<file path="src/rtl/if_fetch_queue_if.sv">
// Fetch-queue bus: branch redirect input, instruction-SRAM request/response
// port and the valid/ready delivery port towards ID.
//
// Handshake rules, shared by both channels that use them:
//   - isram_req/isram_gnt: a request moves only when req && gnt in the same
//     cycle. While req is high without gnt, isram_addr is held stable.
//     Responses (isram_rvalid/isram_rdata) come back in request order and
//     are never back-pressured.
//   - id_valid/id_ready: the head entry moves only when valid && ready in
//     the same cycle. While valid is high without ready, id_pc/id_inst hold.
interface if_fetch_queue_if #(
    parameter int ADDR_W = 64,
    parameter int INST_W = 32
);
    logic              br_e;
    logic [ADDR_W-1:0] br_addr;
    logic              isram_req;
    logic [ADDR_W-1:0] isram_addr;
    logic              isram_gnt;
    logic              isram_rvalid;
    logic [INST_W-1:0] isram_rdata;
    logic              id_valid;
    logic              id_ready;
    logic [ADDR_W-1:0] id_pc;
    logic [INST_W-1:0] id_inst;

    // Fetch queue side
    modport master (
        input  br_e, br_addr,
        input  isram_gnt, isram_rvalid, isram_rdata,
        input  id_ready,
        output isram_req, isram_addr,
        output id_valid, id_pc, id_inst
    );

    // Environment side: branch unit, instruction SRAM and ID stage
    modport slave (
        output br_e, br_addr,
        output isram_gnt, isram_rvalid, isram_rdata,
        output id_ready,
        input  isram_req, isram_addr,
        input  id_valid, id_pc, id_inst
    );
endinterface

</file>
<file path="src/rtl/if_fetch_queue.sv">
// Instruction fetch front end: keeps a fetch PC, issues credit-limited
// pipelined requests to the instruction SRAM, queues the in-order responses
// together with their PCs and hands them to ID. A redirect flushes the queue
// and arranges for every response still in flight to be thrown away.
module if_fetch_queue #(
    parameter int                ADDR_W     = 64,
    parameter int                INST_W     = 32,
    parameter logic [ADDR_W-1:0] PC_RESET   = ADDR_W'(64'h8000_0000),
    parameter int                FIFO_DEPTH = 4
) (
    input  logic               clk,
    input  logic               rst,
    if_fetch_queue_if.master   bus
);
    localparam int PTR_W = $clog2(FIFO_DEPTH);
    localparam int CNT_W = PTR_W + 1;

    // Architectural state
    logic [ADDR_W-1:0] r_fetch_pc;
    logic [ADDR_W-1:0] r_resp_pc;
    logic [CNT_W-1:0]  r_outstanding;
    logic [CNT_W-1:0]  r_drop_cnt;
    logic [CNT_W-1:0]  r_count;
    logic [PTR_W-1:0]  r_rd_ptr;
    logic [PTR_W-1:0]  r_wr_ptr;
    logic [ADDR_W-1:0] r_mem_pc   [FIFO_DEPTH];
    logic [INST_W-1:0] r_mem_inst [FIFO_DEPTH];

    logic [CNT_W:0]    w_committed;
    logic              w_credit_ok;
    logic              w_req;
    logic              w_grant;
    logic              w_resp;
    logic              w_drop;
    logic              w_push;
    logic              w_valid;
    logic              w_pop;
    logic [ADDR_W-1:0] w_target;
    logic              w_unused;

    // Queue slots already claimed: buffered entries plus requests in flight.
    // Keeping this below the depth guarantees every response finds a slot.
    assign w_committed = {1'b0, r_count} + {1'b0, r_outstanding};
    assign w_credit_ok = w_committed < (CNT_W+1)'(FIFO_DEPTH);

    assign w_req   = !rst && !bus.br_e && w_credit_ok;
    assign w_grant = w_req && bus.isram_gnt;

    // A response with nothing outstanding is a protocol error and is ignored.
    assign w_resp  = bus.isram_rvalid && (r_outstanding != '0);
    assign w_drop  = w_resp && (bus.br_e || (r_drop_cnt != '0));
    assign w_push  = !rst && w_resp && !w_drop;

    assign w_valid = !rst && (r_count != '0);
    assign w_pop   = w_valid && bus.id_ready && !bus.br_e;

    // Redirect targets are forced to word alignment.
    assign w_target = {bus.br_addr[ADDR_W-1:2], 2'b00};
    assign w_unused = ^bus.br_addr[1:0];

    assign bus.isram_req  = w_req;
    assign bus.isram_addr = r_fetch_pc;
    assign bus.id_valid   = w_valid;
    assign bus.id_pc      = w_valid ? r_mem_pc[r_rd_ptr]   : '0;
    assign bus.id_inst    = w_valid ? r_mem_inst[r_rd_ptr] : '0;

    // PCs, credit/drop counters and queue pointers; reset, then redirect,
    // then normal request/response/delivery bookkeeping.
    always_ff @(posedge clk) begin
        if (rst) begin
            r_fetch_pc    <= PC_RESET;
            r_resp_pc     <= PC_RESET;
            r_outstanding <= '0;
            r_drop_cnt    <= '0;
            r_count       <= '0;
            r_rd_ptr      <= '0;
            r_wr_ptr      <= '0;
        end else if (bus.br_e) begin
            r_fetch_pc    <= w_target;
            r_resp_pc     <= w_target;
            r_count       <= '0;
            r_rd_ptr      <= '0;
            r_wr_ptr      <= '0;
            r_outstanding <= r_outstanding - CNT_W'(w_resp);
            // Every request still in flight after this cycle is stale. Any
            // earlier pending drops are already part of r_outstanding, so
            // the new drop count is simply what remains outstanding; this
            // keeps back-to-back redirects from over-counting.
            r_drop_cnt    <= r_outstanding - CNT_W'(w_resp);
        end else begin
            if (w_grant) begin
                r_fetch_pc <= r_fetch_pc + ADDR_W'(4);
            end
            r_outstanding <= r_outstanding + CNT_W'(w_grant) - CNT_W'(w_resp);
            if (w_drop) begin
                r_drop_cnt <= r_drop_cnt - CNT_W'(1);
            end
            if (w_push) begin
                r_resp_pc <= r_resp_pc + ADDR_W'(4);
                r_wr_ptr  <= r_wr_ptr + PTR_W'(1);
            end
            if (w_pop) begin
                r_rd_ptr <= r_rd_ptr + PTR_W'(1);
            end
            r_count <= r_count + CNT_W'(w_push) - CNT_W'(w_pop);
        end
    end

    // Queue storage: write the returning instruction with its PC at the tail.
    always_ff @(posedge clk) begin
        if (w_push) begin
            r_mem_pc[r_wr_ptr]   <= r_resp_pc;
            r_mem_inst[r_wr_ptr] <= bus.isram_rdata;
        end
    end
endmodule

</file>
<file path="src/flat_wrapper.sv">
// flat-port wrapper written by rule: the top's interface ports become plain ports
module if_fetch_queue_flat 
#(
    parameter int                ADDR_W     = 64,
    parameter int                INST_W     = 32,
    parameter logic [ADDR_W-1:0] PC_RESET   = ADDR_W'(64'h8000_0000),
    parameter int                FIFO_DEPTH = 4
)
  (clk, rst, bus_br_e, bus_br_addr, bus_isram_gnt, bus_isram_rvalid, bus_isram_rdata, bus_id_ready, bus_isram_req, bus_isram_addr, bus_id_valid, bus_id_pc, bus_id_inst);
  if_fetch_queue_if #(.ADDR_W(ADDR_W), .INST_W(INST_W)) bus_i ();
  input  logic clk;
  input  logic rst;
  input wire logic [$bits(bus_i.br_e)-1:0] bus_br_e;
  input wire logic [$bits(bus_i.br_addr)-1:0] bus_br_addr;
  input wire logic [$bits(bus_i.isram_gnt)-1:0] bus_isram_gnt;
  input wire logic [$bits(bus_i.isram_rvalid)-1:0] bus_isram_rvalid;
  input wire logic [$bits(bus_i.isram_rdata)-1:0] bus_isram_rdata;
  input wire logic [$bits(bus_i.id_ready)-1:0] bus_id_ready;
  output wire logic [$bits(bus_i.isram_req)-1:0] bus_isram_req;
  output wire logic [$bits(bus_i.isram_addr)-1:0] bus_isram_addr;
  output wire logic [$bits(bus_i.id_valid)-1:0] bus_id_valid;
  output wire logic [$bits(bus_i.id_pc)-1:0] bus_id_pc;
  output wire logic [$bits(bus_i.id_inst)-1:0] bus_id_inst;
  assign bus_i.br_e = bus_br_e;
  assign bus_i.br_addr = bus_br_addr;
  assign bus_i.isram_gnt = bus_isram_gnt;
  assign bus_i.isram_rvalid = bus_isram_rvalid;
  assign bus_i.isram_rdata = bus_isram_rdata;
  assign bus_i.id_ready = bus_id_ready;
  assign bus_isram_req = bus_i.isram_req;
  assign bus_isram_addr = bus_i.isram_addr;
  assign bus_id_valid = bus_i.id_valid;
  assign bus_id_pc = bus_i.id_pc;
  assign bus_id_inst = bus_i.id_inst;
  if_fetch_queue #(.ADDR_W(ADDR_W), .INST_W(INST_W), .PC_RESET(PC_RESET), .FIFO_DEPTH(FIFO_DEPTH)) u_core (.clk(clk), .rst(rst), .bus(bus_i));
endmodule
</file>
<file path="config.mk">
export PLATFORM = sky130hd
export DESIGN_NAME = if_fetch_queue_flat
export DESIGN_NICKNAME = d
export VERILOG_FILES = /design/src/rtl/if_fetch_queue_if.sv /design/src/rtl/if_fetch_queue.sv /design/src/flat_wrapper.sv
export SDC_FILE = /design/constraint.sdc
export NUM_CORES = 1
export LEC_CHECK = 0
export CAP_MARGIN = 15
export CORE_ASPECT_RATIO = 1.4
export CORE_MARGIN = 5
export CORE_UTILIZATION = 45
export DETAILED_ROUTE_END_ITERATION = 8
export GPL_TIMING_DRIVEN = 0
export PLACE_DENSITY = 0.67
export SLEW_MARGIN = 25
export SYNTH_ARGS = -nofsm -noshare
export SYNTH_HDL_FRONTEND = slang
export SYNTH_SLANG_ARGS = --single-unit
</file>
<file path="constraint.sdc">
create_clock -name clk -period 5.58 [get_ports clk]
set_clock_uncertainty 0.05 [all_clocks]
set_input_delay 0.837 -clock clk [delete_from_list [all_inputs] [get_ports clk]]
set_output_delay 0.837 -clock clk [all_outputs]
set_load 0.01 [all_outputs]
</file>
; After elaboration in Yosys (flattened, before gate mapping)
; Memory sizes are Yosys's and may differ from the RTL's. A register that Yosys moved wholly into a read port is not among the register bits.
; Cells that the tools add are included.
[totals]
ramBits = 384
out_inout_bits = 162
mem_count = 2
input_bits = 102
word_cells = 59
register_bits = 141
[memory_table]
columns = memory, depth, width, rd, rd_clocked_by_memory_dff, wr, line
row1 = u_core.r_mem_pc, 4, 64, 1, 1, 1, if_fetch_queue.sv:26  ; logic [ADDR_W-1:0] r_mem_pc [FIFO_DEPTH];
row2 = u_core.r_mem_inst, 4, 32, 1, 1, 1, if_fetch_queue.sv:27  ; logic [INST_W-1:0] r_mem_inst [FIFO_DEPTH];
[classes]
n_reduce_logical = 21
order_cmp = 1
add_sub_neg = 11
n_mux = 15
[op_table]
columns = operator, count
row1 = 2-to-1 mux 64 bit, 5
row2 = "adder 64 x 3 -> 64 bit, second input constant", 2
row3 = 2-to-1 mux 32 bit, 1
row4 = logical AND 1 bit, 10
row5 = 2-to-1 mux 3 bit, 3
row6 = nonzero test 3 bit, 3
row7 = subtractor 3 x 1 -> 3 bit, 3
row8 = 2-to-1 mux 2 bit, 4
row9 = adder 3 x 1 -> 3 bit, 2
row10 = nonzero test 2 bit, 3
row11 = "adder 2 x 1 -> 2 bit, second input constant", 2
row12 = adder 3 x 3 -> 4 bit, 1
row13 = "< comparator 4 x 3 -> 1 bit, second input constant", 1
row14 = logical NOT 1 bit, 3
row15 = "subtractor 3 x 1 -> 3 bit, second input constant", 1
row16 = 2-to-1 mux 1 bit, 2
row17 = OR reduction 2 bit, 1
row18 = logical OR 1 bit, 1

; Depth between registers and ports, before layout
[depth]
ltp_word = 7
ltp_mapped = 12
mapped_depth_nobuf = 10

; Worst setup path before layout
; OpenSTA, ideal clock, no wires.
[synth_timing]
path_type = input-to-reg
from = in rst
to = mem u_core.r_mem_inst[1][0], enable pin
arrival_ps = 4290
stages = 7
setup_slack_ps = 777
n_path_buf = 3
required_ps = 5067
cell_sequence = or2_1 > clkbuf_1 > or3_1 > buf_2 > inv_1 > clkbuf_1 > and2_1
[synth_between]
elab_chain_cells = 5
[synth_rtl]
columns = item, line
row1 = from (decl), flat_wrapper.sv:12  ; input logic rst;
row2 = logical NOT 1 bit, if_fetch_queue.sv:52  ; assign w_push = !rst && w_resp && !w_drop;
row3 = logical AND 1 bit (2 in series), if_fetch_queue.sv:52
row4 = via u_core.w_push, if_fetch_queue.sv:35  ; logic w_push;
row5 = 2-to-1 mux 1 bit, if_fetch_queue.sv:111  ; if (w_push) begin
row6 = 2-to-1 mux 1 bit (not written as such), if_fetch_queue.sv:113  ; r_mem_inst[r_wr_ptr] <= bus.isram_rdata;
row7 = to (decl), if_fetch_queue.sv:27
; The timed path passes the listed nets, and every way through them passes these cells.

; Worst setup path in the final report
[layout_timing]
from = in rst
to = out bus_id_pc[40]
[layout_between]
elab_chain_cells = 3
[layout_rtl]
columns = item, line
row1 = logical NOT 1 bit, if_fetch_queue.sv:54  ; assign w_valid = !rst && (r_count != '0);
row2 = logical AND 1 bit, if_fetch_queue.sv:54
row3 = 2-to-1 mux 64 bit, if_fetch_queue.sv:64  ; assign bus.id_pc = w_valid ? r_mem_pc[r_rd_ptr] : '0;
row4 = to (decl), flat_wrapper.sv:22  ; output wire logic [$bits(bus_i.id_pc)-1:0] bus_id_pc;
; No other way between the ends.

==> flow_summary.ini <==
[placed_design]
gp_congestion = 0.9385
dp_slack_ps = 61.27
port_buffers = 257
detailed_place_hpwl_um = 48890

[power_and_ir_drop]
p_seq_share_pct = 51.8
cellInternalPower_uw = 6432
power.leakage_uw = 0.008602
share_comb_of_total_power_pct = 9.6
clock_power_share_pct = 38.6
power.share.switching_pct = 24.22
design_power_total_uw = 8488
ratio_of_total_power_to_cell_area_mw_per_mm2 = 310.9
p_switching_uw = 2055
power.ir.vdd_worst_mv = 0.1996

[global_routing]
grt_use_met2_pct = 41.85
groute.layer.met1.usage_pct = 31.53
grt_first_pass_wirelength_um = 99810
antenna_found_initial = 0
grt_max_degree = 39
grt-ovfl-total = 0
gr-max-usage-layer = met2
first_global_vias = 15575
global_routing_met3_resource_utilization_pct = 3.404
grt_use_total_pct = 24.53

[timing]
rsz0062_at_grt = no
maximum_operating_frequency_ghz = 0.1870
finalHoldViolations = 0
final.setup.worst_slack_ps = 232.7
final_period_minus_worst_setup_slack_ps = 5347
maxSlewViolCount = 0
fin_crit_sh_pct = 95.83
fin_hold_ws_ps = 463.6
worst_slew_margin_rel_pct = 29.60
final_setup_vio_count = 0
worst_pin_slew_ps = 1056

[cts]
numClockSinks = 515
post-cts-setup-buffers = 0
htreeDepth = 2
cts_tree = done
cts-root-buf = sky130_fd_sc_hd__clkbuf_16
cts_hold_repair_buffers = 0
clkTransAtPathRegs_ps = 60
clk_path_buf_depth = 3
clk-insertion-delay-late_ps = 580
post_cts_resize_count = 0
cts_inserted_buffers = 49

[routing]
drt_first_pass_iters = 5
routed-via-count = 15235
routed_wirelength_um = 66960
drcViolationCount = 0
via_per_inst = 5.822
detailedRoute.firstIterationViolations = 1066
ant_nets = 0
drt-wirelength-per-cell_um = 25.59

[layout]
drive_gt1_share_pct = 10.35
final_nets = 2060
n_antenna_cell = 0
synthToLayoutAreaGrowth_pct = 23.27

[worst_setup_path]
critical_path.startpoint_type = input port
worst-endpoint-required_ps = 4690
timing.critical_path.fanout_max = 10
crit_path_end_kind = output port
data_arrival_time_at_the_worst_slack_endpoint_ps = 4460
r2r_setup_slack_ps = 1960
worst-setup-path-type = input port to output port

[job]
drv.max_cap_violation_count = 0

[floorplanning]
starting_density_pct = 45.30
rows = 96
overall_die_height_um = 272.5
core_area_mm2 = 0.04889
fp.dieW_um = 197.5
total_i_o_pin_count = 264
fp.dieArea_mm2 = 0.05382

[synth]
synth_seq_cells = 515
yosys.cell_count.top_type = sky130_fd_sc_hd__edfxtp_1
synthesis.area_mm2 = 0.02215
synthArstFlopShare_pct = 0
seq_area_frac_synth_pct = 63.54
synth.lib_cells_used.distinct = 63
top_cell_type_s_share_of_synthesized_area_pct = 50.98
synthTopCellsByArea = sky130_fd_sc_hd__edfxtp_1 (51%), sky130_fd_sc_hd__dfxtp_1 (13%), sky130_fd_sc_hd__mux4_2 (9.6%)
synth_enable_flop_cells = 376
syn-mean-instance-area_um2 = 13.66
postSynth.topFlopCell = sky130_fd_sc_hd__edfxtp_1
synth-warning-count = 0
synth_area_leader_cell = sky130_fd_sc_hd__edfxtp_1
ys_top_cells_by_count = sky130_fd_sc_hd__edfxtp_1 (376), sky130_fd_sc_hd__dfxtp_1 (139), sky130_fd_sc_hd__and2_1 (109)
postSynthCellCount = 1621

[worst_hold_path]
hold_path.class = register to register

[run_status]
outcome = completed
[sequential cells by signal, indices dropped and copies added, names as in the netlist, named ones only]
register / cells
u_core.r_mem_pc: 248
u_core.r_mem_inst: 128
u_core.bus.isram_addr: 62
u_core.r_resp_pc: 62
u_core.r_count: 3
u_core.r_drop_cnt: 3
u_core.r_outstanding: 3
u_core.r_rd_ptr: 2
u_core.r_wr_ptr: 2
[cells by family (layout without fill, tap and decap cells)]
group                      Yosys count  count (layout)  share of synthesized area, %
xor gates and xnor gates            87              87                         3.441
muxes                              107             107                         10.18
DFF                                515             515                         63.54
and+or+nand+nor                    544             544                         13.06
AOI/OAI and AO/OA                  216             216                         6.339
buffers and inverters              133             489                         2.339
adders and majority gates           18              18                         1.085
other                                1               4                       0.01693
[layout by cell type (no fill, tap or decap), drive strengths merged, types with 7 or more instances in the layout]
| master | netlist | final |
|---|---|---|
| nand2 | 98 | 98 |
| ha | 16 | 16 |
| a211oi | 20 | 20 |
| mux2i | 7 | 7 |
| and3 | 21 | 21 |
| xor2 | 28 | 28 |
| nand3 | 59 | 59 |
| buf | 21 | 29 |
| o22ai | 16 | 16 |
| o21ai | 22 | 22 |
| clkbuf | 67 | 137 |
| xnor2 | 59 | 59 |
| a21oi | 54 | 54 |
| clkdlybuf4s50 | 0 | 257 |
| mux4 | 94 | 94 |
| o311ai | 7 | 7 |
| a31oi | 30 | 30 |
| clkinv | 1 | 12 |
| or3 | 22 | 22 |
| nor3 | 37 | 37 |
| edfxtp | 376 | 376 |
| o211ai | 7 | 7 |
| dfxtp | 139 | 139 |
| nor2 | 86 | 86 |
| nand4 | 52 | 52 |
| and2 | 109 | 109 |
| a21boi | 31 | 31 |
| or4 | 9 | 9 |
| inv | 44 | 46 |
| nor4 | 29 | 29 |
[per-layer routing]
| layer | share of wire [%] | vias up |
|---|---|---|
| met5 | 0 | - |
| met1 | 40 | 7646 |
| met3 | 6.0 | 141 |
| li1 | - | 6832 |
| met2 | 50 | 616 |
| met4 | 4.5 | 0 |
[cell type report]
cell class              count  area [um^2]
plain buffers              88        351.6
clock buffers              70         1368
clock inverters            21        196.4
fillers                  4102        21590
inverters                  45        168.9
multi-input cells         976         7591
flip-flops and latches    515        14070
well taps                 637        797.0
repair buffers            265         2755
[stage by stage]
stage          cells  area, um^2  utilization, %  TNS [ps]
2_1_floorplan   1624       22160               -         0
3_3_place_gp    2518       25530           52.22   -805050
3_5_place_dp    2526       25730           52.64         0
4_1_cts         2617       27300           55.84         0
5_1_grt         2617       27300           55.85         0
6_report        2617       27300           55.85         0
[worst paths after layout]
| kind | cells after the start | startpoint | end |
|---|---|---|---|
| min reg2reg | 2 | u_core.r_wr_ptr[1] | u_core.r_wr_ptr[1] |
| min | 2 | u_core.r_wr_ptr[1] | u_core.r_wr_ptr[1] |
| max reg2reg | 11 | u_core.r_outstanding[2] | u_core.r_outstanding[2] |
| max | 7 | rst | bus_id_pc[40] |
[worst max-delay path: stages]
cell and delay (ps):
sky130_fd_sc_hd__clkdlybuf4s50_1 470, sky130_fd_sc_hd__clkbuf_1 360, sky130_fd_sc_hd__nor2_1 800, sky130_fd_sc_hd__clkbuf_1 690
sky130_fd_sc_hd__clkbuf_1 460, sky130_fd_sc_hd__and2_1 270, sky130_fd_sc_hd__clkdlybuf4s50_1 560
[power by group through the flow]
stage / registers [uW] / clock network (uW) / logic (uW)
after global routing: 4410 / 3500 / 875
after floorplan: 4440 / 0 / 409
after detailed placement: 4470 / 0 / 806
final: 4400 / 3280 / 811
after global placement: 4480 / 0 / 790
after CTS: 4390 / 3330 / 813
Note: power is estimated with default switching activity, not from simulation.
